**config.mk**
```make
export PLATFORM = sky130hd
export DESIGN_NAME = dsky_relay_decoder
export DESIGN_NICKNAME = d
export VERILOG_FILES = /design/src/rtl/dsky_pkg.sv /design/src/rtl/relay_row_file.sv /design/src/rtl/dsky_relay_decoder.sv
export SDC_FILE = /design/constraint.sdc
export NUM_CORES = 1
export LEC_CHECK = 0
export CAP_MARGIN = 10
export CORE_ASPECT_RATIO = 0.75
export CORE_MARGIN = 3
export CORE_UTILIZATION = 50
export CTS_BUF_LIST = sky130_fd_sc_hd__clkbuf_4
export CTS_CLUSTER_DIAMETER = 80
export CTS_CLUSTER_SIZE = 14
export DETAILED_ROUTE_END_ITERATION = 10
export MAX_ROUTING_LAYER = met4
export PLACE_DENSITY = 0.69
export SLEW_MARGIN = 20
export SYNTH_ARGS = -nofsm -noshare
export SYNTH_HDL_FRONTEND = slang
export SYNTH_HIERARCHICAL = 1
export SYNTH_SLANG_ARGS = --single-unit
```
**constraint.sdc**
```tcl
create_clock -name CLOCK -period 10 [get_ports CLOCK]
set_input_delay 1 -clock CLOCK [delete_from_list [all_inputs] [get_ports CLOCK]]
set_output_delay 1 -clock CLOCK [all_outputs]
set_load 0.01 [all_outputs]
```
**src/rtl/dsky_pkg.sv**
```systemverilog
// Shared types and constants for the DSKY relay-word receiver.
// Relay words are {address, data}; rows 1..12 are addressable, 12 drives the lamps.
package dsky_pkg;

    localparam int RELAY_ADDR_W = 4;
    localparam int RELAY_DATA_W = 11;
    localparam int LAMP_ROW     = 12;

    typedef enum logic [1:0] {
        IDLE,
        SETTLE,
        COMMIT,
        HOLD
    } relay_state_e;

    typedef struct packed {
        logic [RELAY_ADDR_W-1:0] addr;
        logic [RELAY_DATA_W-1:0] data;
    } relay_word_t;

    function automatic logic relay_addr_valid(input logic [RELAY_ADDR_W-1:0] addr);
        return (addr != '0) && (addr <= RELAY_ADDR_W'(LAMP_ROW));
    endfunction

endpackage

```
**src/rtl/relay_row_file.sv**
```systemverilog
// Latching relay row storage: one synchronous write port, one combinational
// read port, asynchronous clear. Rows are addressed 1..NROWS.
module relay_row_file
    import dsky_pkg::*;
#(
    parameter int NROWS = 12
) (
    input  logic                    CLOCK,
    input  logic                    rst,
    input  logic                    we,
    input  logic [RELAY_ADDR_W-1:0] wr_addr,
    input  logic [RELAY_DATA_W-1:0] wr_data,
    input  logic [RELAY_ADDR_W-1:0] rd_addr,
    output logic [RELAY_DATA_W-1:0] rd_data
);

    logic [RELAY_DATA_W-1:0] rows_q [NROWS];
    logic [RELAY_DATA_W-1:0] rows_d [NROWS];

    logic wr_ok;
    logic rd_ok;

    assign wr_ok = (wr_addr != '0) && (int'(wr_addr) <= NROWS);
    assign rd_ok = (rd_addr != '0) && (int'(rd_addr) <= NROWS);

    always_comb begin
        rows_d = rows_q;
        if (we && wr_ok) begin
            rows_d[RELAY_ADDR_W'(wr_addr - 1'b1)] = wr_data;
        end
    end

    always_ff @(posedge CLOCK or posedge rst) begin
        if (rst) begin
            rows_q <= '{default: '0};
        end else begin
            rows_q <= rows_d;
        end
    end

    // Read sees the pre-write value when reading the row being committed.
    always_comb begin
        rd_data = '0;
        if (rd_ok) begin
            rd_data = rows_q[RELAY_ADDR_W'(rd_addr - 1'b1)];
        end
    end

endmodule

```
**src/rtl/dsky_relay_decoder.sv**
```systemverilog
// DSKY-side channel 10 relay-word receiver: debounces each relay word for the
// relay pickup time, then latches it into the row file (row 12 also to LAMPS).
module dsky_relay_decoder
    import dsky_pkg::*;
#(
    parameter int PICKUP_CYC = 20,
    parameter int NROWS      = 12
) (
    input  logic                    CLOCK,
    input  logic                    rst,
    input  logic [11:1]             RLYB,
    input  logic [3:0]              RYWD,
    input  logic [3:0]              RDADDR,
    output logic [11:1]             RDDATA,
    output logic [11:1]             LAMPS,
    output logic                    UPDATED,
    output logic [3:0]              UPDROW,
    output logic                    ILLADR,
    output logic                    BUSY
);

    relay_state_e            state_q, state_d;
    relay_word_t             s_q, s_d;
    relay_word_t             w;
    logic [7:0]              cnt_q, cnt_d;
    logic [3:0]              updrow_q, updrow_d;
    logic [RELAY_DATA_W-1:0] lamps_q, lamps_d;
    logic                    wr_en;
    logic                    illadr;
    logic                    w_valid;
    logic                    w_illegal;
    logic                    w_changed;
    logic                    reeval;

    assign w         = {RYWD, RLYB};
    assign w_valid   = relay_addr_valid(w.addr);
    assign w_illegal = (w.addr > RELAY_ADDR_W'(LAMP_ROW));
    assign w_changed = (w != s_q);

    // IDLE always looks at the input; SETTLE and HOLD only when the word moves.
    assign reeval = (state_q == IDLE) ||
                    (((state_q == SETTLE) || (state_q == HOLD)) && w_changed);

    always_comb begin
        state_d  = state_q;
        s_d      = s_q;
        cnt_d    = cnt_q;
        updrow_d = updrow_q;
        lamps_d  = lamps_q;
        wr_en    = 1'b0;
        illadr   = 1'b0;

        if (reeval) begin
            if (w_valid) begin
                s_d     = w;
                cnt_d   = '0;
                state_d = SETTLE;
            end else begin
                state_d = IDLE;
                if (w_illegal && w_changed) begin
                    illadr = 1'b1;
                    s_d    = w;
                end
            end
        end else begin
            case (state_q)
                SETTLE: begin
                    if (cnt_q == 8'(PICKUP_CYC - 1)) begin
                        state_d = COMMIT;
                    end else begin
                        cnt_d = cnt_q + 8'd1;
                    end
                end
                COMMIT: begin
                    wr_en    = 1'b1;
                    updrow_d = s_q.addr;
                    if (s_q.addr == RELAY_ADDR_W'(LAMP_ROW)) begin
                        lamps_d = s_q.data;
                    end
                    state_d = HOLD;
                end
                default: begin
                    state_d = state_q;
                end
            endcase
        end
    end

    always_ff @(posedge CLOCK or posedge rst) begin
        if (rst) begin
            state_q  <= IDLE;
            s_q      <= '0;
            cnt_q    <= '0;
            updrow_q <= '0;
            lamps_q  <= '0;
        end else begin
            state_q  <= state_d;
            s_q      <= s_d;
            cnt_q    <= cnt_d;
            updrow_q <= updrow_d;
            lamps_q  <= lamps_d;
        end
    end

    relay_row_file #(
        .NROWS(NROWS)
    ) u_rows (
        .CLOCK  (CLOCK),
        .rst    (rst),
        .we     (wr_en),
        .wr_addr(s_q.addr),
        .wr_data(s_q.data),
        .rd_addr(RDADDR),
        .rd_data(RDDATA)
    );

    assign UPDATED = (state_q == COMMIT);
    assign UPDROW  = (state_q == COMMIT) ? s_q.addr : updrow_q;
    assign BUSY    = (state_q == SETTLE);
    assign ILLADR  = illadr;
    assign LAMPS   = lamps_q;

endmodule

```
Yosys cells after proc, flatten, opt, wreduce, memory -nomap -nowiden. Index checks and enable logic that the tools add are counted.

Bits in registers: 172. Output and inout bits: 29. Word-level logic and storage cells: 83.

Add/sub/neg operators: 3. $lt $le $gt $ge: 7. Equal/unequal tests: 9. Mux-type cells: 23. Bitwise gates (word level): 3. Reduce and logical (&&, ||, !) cells: 20.

Operators with widths (count): $bwmux W132 (1); $bmux W11 S4 (1); $demux W11 S4 (1); $mux W11 (4); $mux W8 (4); $mux W15 (2); $ne A15 B15 Y1 (1); $le A4 B4 Y1 const B (3); $reduce_bool A4 Y1 (3); $ge A5 B5 Y1 const B (2); $not A4 Y5 (2); $add A8 B1 Y8 const B (1); $eq A8 B5 Y1 const B (1); $sub A4 B1 Y4 const B (2); $logic_and A1 B1 Y1 (7); $mux W1 (6); $reduce_and A3 Y1 (2); $lt A5 B1 Y1 const B (1); $eq A2 B2 Y1 const B (2); $eq A4 B4 Y1 const B (1); $gt A4 B4 Y1 const B (1); $mux W2 (2); $mux W4 (1); $ne A2 B2 Y1 const B (2); other kinds (9) (12).

Longest topological paths before layout.
Depth after elaboration: 7. Mapped depth: 9.

Modules after synthesis. Netlist, hierarchy kept.

Modules (own cells, without submodules): relay_row_file (times used 1, cells each 395, area an instance 6232.2 um^2, sequential area each 3303.2 um^2); dsky_relay_decoder (times used 1, cells each 184, area an instance 2135.8 um^2, sequential area each 1001.0 um^2).

Worst setup path after synthesis. No wires, ideal clock.

Path type: input-to-output. Start point: in RDADDR[0]. End point: out RDDATA[2] in the netlist's numbering. Arrival: 2.591 ns. Required time: 9.000 ns. Setup slack: 6.409 ns. Stages: 9. Buffers on the path: 4. Cells stage by stage: buf_6 buf_6 inv_1 ha_1 clkbuf_1 buf_2 mux4_2 mux2i_1 o32ai_1.

Cells in the longest elaborated chain, start to end: 6.

Ends and longest elaborated chain: start, declared (RTL line dsky_relay_decoder.sv:13) `input logic [3:0] RDADDR,`; $sub A4 B1 Y4 (RTL line relay_row_file.sv:45) `rd_data = rows_q[RELAY_ADDR_W'(rd_addr - 1'b1)];`; $not A4 Y5 (implied by the code) (RTL line relay_row_file.sv:45); $bmux W11 S4 (RTL line relay_row_file.sv:45); $mux W11 (implied by the code) (2 in series) (RTL line relay_row_file.sv:45); $mux W11 (*) (RTL line relay_row_file.sv:44) `if (rd_ok) begin`; end, declared (RTL line dsky_relay_decoder.sv:14) `output logic [11:1] RDDATA,`.

Mark *: on every way between the ends. The rest lies on a longest branch, timed or not. The select of a mux whose other input is x is not followed.

Worst setup path after layout.
Start point: in RDADDR[0]. End point: out RDDATA[1] in the netlist's numbering.

Same word-level chain as after synthesis.

==> qor.yml <==
final_nets: 641
drv_cap: 0
syn_inst: 579
syn_area_per_cell_um2: 14.5
antenna_left: 0
synth.area.top_cells: "dfrtp_1 51%, mux2_2 17%, mux4_2 8.9%, mux2_4 3.6%, mux2_1 2.7%"
worstPathArrival_ps: 3980
finalNonFillerCells: 840
syn_to_final_growth_pct: 10.6
cts.root.buffer_cell: "clkbuf_4"
start_util_pct: 51.6
pre_cts_slack_ps: 4940
antenna_found_initial: 1
fin_skew_ps: 18.6
ir_drop_mv: 0.0847
ios: 50
die_area_mm2: 0.0183
yosys_warnings: 6
synth-seq-cells: 172
post-route-min-period_ps: 4980
yosys.area.top_type_share_pct: 51.4
synth_xor_xnor_area_share_pct: 1.88
final_layout_size_suffix_gt1_share_pct: 37.7
track_usage_pct: 20.6
portBuffers: 49
cp-start-kind: "input port"
place_inst: 807
rows: 40
syn_area_mm2: 0.00837
drc_errors: 0
rr_startpoint: "state_q[0]"
endpoint_kind: "output port"
synth-seq-area-share_pct: 51.4
grt_first_pass_wirelength_um: 28700
max_clock_freq_mhz: 201
p_comb_share_pct: 9.2
clock-sinks: 172
cts_resized: 0
firstDrtPassIters: 5
fin_tns_setup_ps: 0
power.internal_uw: 901
synth_fa_ha_area_share_pct: 0.598
worstSetupStartpoint: "RDADDR[0]"
timing.slew.headroom_pct: 29.1
dp_hpwl_um: 12100
num_vias: 4958
critPathKind: "input port to output port"
yosys.area.top_type: "dfrtp_1"
worst_slew_pin_slew_ps: 1030
power.density_mw_per_mm2: 132
p_seq_share_pct: 59.7
layout_worst_path_cycle_share_pct: 49.8
utilization_pct: 57.1
cts_hold_buf: 0
wl_per_cell_um: 20.9
place_area_mm2: 0.00896
viasPerCell: 5.90
cts_buffer_depth: 2
slew_violations: 0
htreeDepth: 4
rsz0062_at_grt: "no"
yosys.area_share.simple_pct: 5.26
drtIter0Drc: 319
synth.distinct_cells: 50
post-route-cell-area_mm2: 0.00925
p_sw_uw: 322
die_h_um: 118
numCtsBuffers: 17
synth_compound_area_share_pct: 3.98
wl_um: 17600
swShare_pct: 26.3
hp-start: "u_rows/rows_q[101]"
hold_path.class: "flip-flop to flip-flop"
place_congestion: 0.839
power_leakage_uw: 0.00434
p_clk_share_pct: 31.2
crit_required_ps: 9000
core_area_mm2: 0.0162
worstPathMaxFanout: 37
cts_setup_buffers: 0
final.fill_count: 1298
die_w_um: 155
synth_top_family_by_area: "multiplexers"
path_clk_slew_ps: 140
grt_start_max_net_pins: 83
setup_viol: 0
fin_ws_ps: 5020
muxShareOfSynthArea_pct: 33.7
cts_tree: "done"
overflow: 0
syn_nets: 604
clock_latency_ps: 550
status: "complete, no violations"
grt_pass1_vias: 5199
finalHoldViolCount: 0
==> per-stage QoR <==
stage	power [uW]	hold slack, ps
floorplan	810	453
global placement	852	470
detailed placement	856	477
CTS	1240	508
global route	1280	523
finish	1220	506
==> cells in the mapped netlist, drive strengths merged <==
cell,n
nor3b,3
xor2,1
dfrtp,172
nand3,3
ha,4
xnor2,17
nand2b,3
inv,8
and2,2
o2111ai,2
a22oi,11
a21boi,1
nor2,17
nand4,12
buf,26
or2,1
and3,3
nand2,22
nor4,2
o32ai,2
mux4,33
o211ai,2
a21oi,1
or3,4
o21a,2
mux2,167
o21ba,1
nand3b,3
o41ai,1
o21ai,10
or4,1
nor2b,1
a2bb2oi,1
nor3,4
a31o,1
o22ai,5
mux2i,12
a311oi,1
clkbuf,15
o31ai,2
==> registers in the layout, indices dropped and copies added (netlist names) <==
signal / flops
updrow_q: 4
s_q: 15
LAMPS: 11
cnt_q: 8
state_q: 2
u_rows/rows_q: 132
==> worst paths after layout <==
| path | end | slack [ps] | cells past startpoint |
|---|---|---|---|
| max in group asynchronous | u_rows/rows_q[20] | 7950 | 3 |
| min in group asynchronous | u_rows/rows_q[88] | 900 | 2 |
| setup reg to reg | u_rows/rows_q[9] | 7220 | 4 |
| hold reg to reg | u_rows/rows_q[101] | 510 | 1 |
| setup / recovery | RDDATA[1] | 5020 | 8 |
| hold / removal | u_rows/rows_q[101] | 510 | 1 |
==> logic make-up after synthesis <==
logic type,Yosys count
mux,212
flops,172
simple gates,81
buf+inv,49
compound gates,43
xor+xnor,18
fa+ha+maj,4
==> final cells by class <==
class | count | area [um^2] | area share (%)
Antenna cell | 1 | 2.50 | 0.0270
Timing Repair Buffer | 59 | 564 | 6.10
Clock inverter | 13 | 126 | 1.37
Clock buffer | 19 | 143 | 1.54
Multi-Input combinational cell | 358 | 3820 | 41.3
Sequential cell | 172 | 4300 | 46.5
Inverter | 8 | 32.5 | 0.352
Tap cell | 210 | 263 | 2.84
==> power groups by stage <==
stage	combinational [uW]	clock, uW	sequential, uW
finish	112	381	730
global route	122	427	734
CTS	112	395	731
detailed placement	112	0	744
global placement	109	0	743
floorplan	84.9	0	726
==> critical path, stage by stage <==
cell and delay [ps]:
buf_2 80, buf_4 550, inv_1 120, ha_2 930, mux4_2 430, mux2i_1 210
a22oi_1 100, clkdlybuf4s50_1 520
==> routing by layer <==
| metal | GRT usage (%) | vias to the layer above | wire (um) |
|---|---|---|---|
| li1 | - | 2217 | - |
| met1 | 29.3 | 2627 | 8370 |
| met2 | 31.2 | 107 | 8320 |
| met3 | 4.26 | 7 | 789 |
| met4 | 4.16 | 0 | 81 |
| met5 | - | - | 0 |
==> cell usage in the layout (no fill, tap or decap), types with 2 or more instances in the layout <==
cell type and count:
a22oi_1 11, and2_1 2, and3_1 3, buf_4 9
bufinv_16 2, clkbuf_4 19, clkdlybuf4s50_1 48, clkinv_1 3
clkinv_2 3, clkinv_4 2, clkinvlp_4 3, dfrtp_1 172
ha_1 3, inv_1 7, mux2_1 20, mux2_2 127
mux2_4 20, mux2i_1 12, mux4_2 33, nand2_1 22
nand2b_1 3, nand3_1 3, nand3b_1 3, nand4_1 12
nor2_1 14, nor2_2 3, nor3_1 4, nor3b_1 2
o2111ai_1 2, o211ai_1 2, o21a_1 2, o21ai_0 9
o22ai_1 5, or3_1 3, xnor2_1 17
No activity file was read; power rests on OpenSTA's default activity.
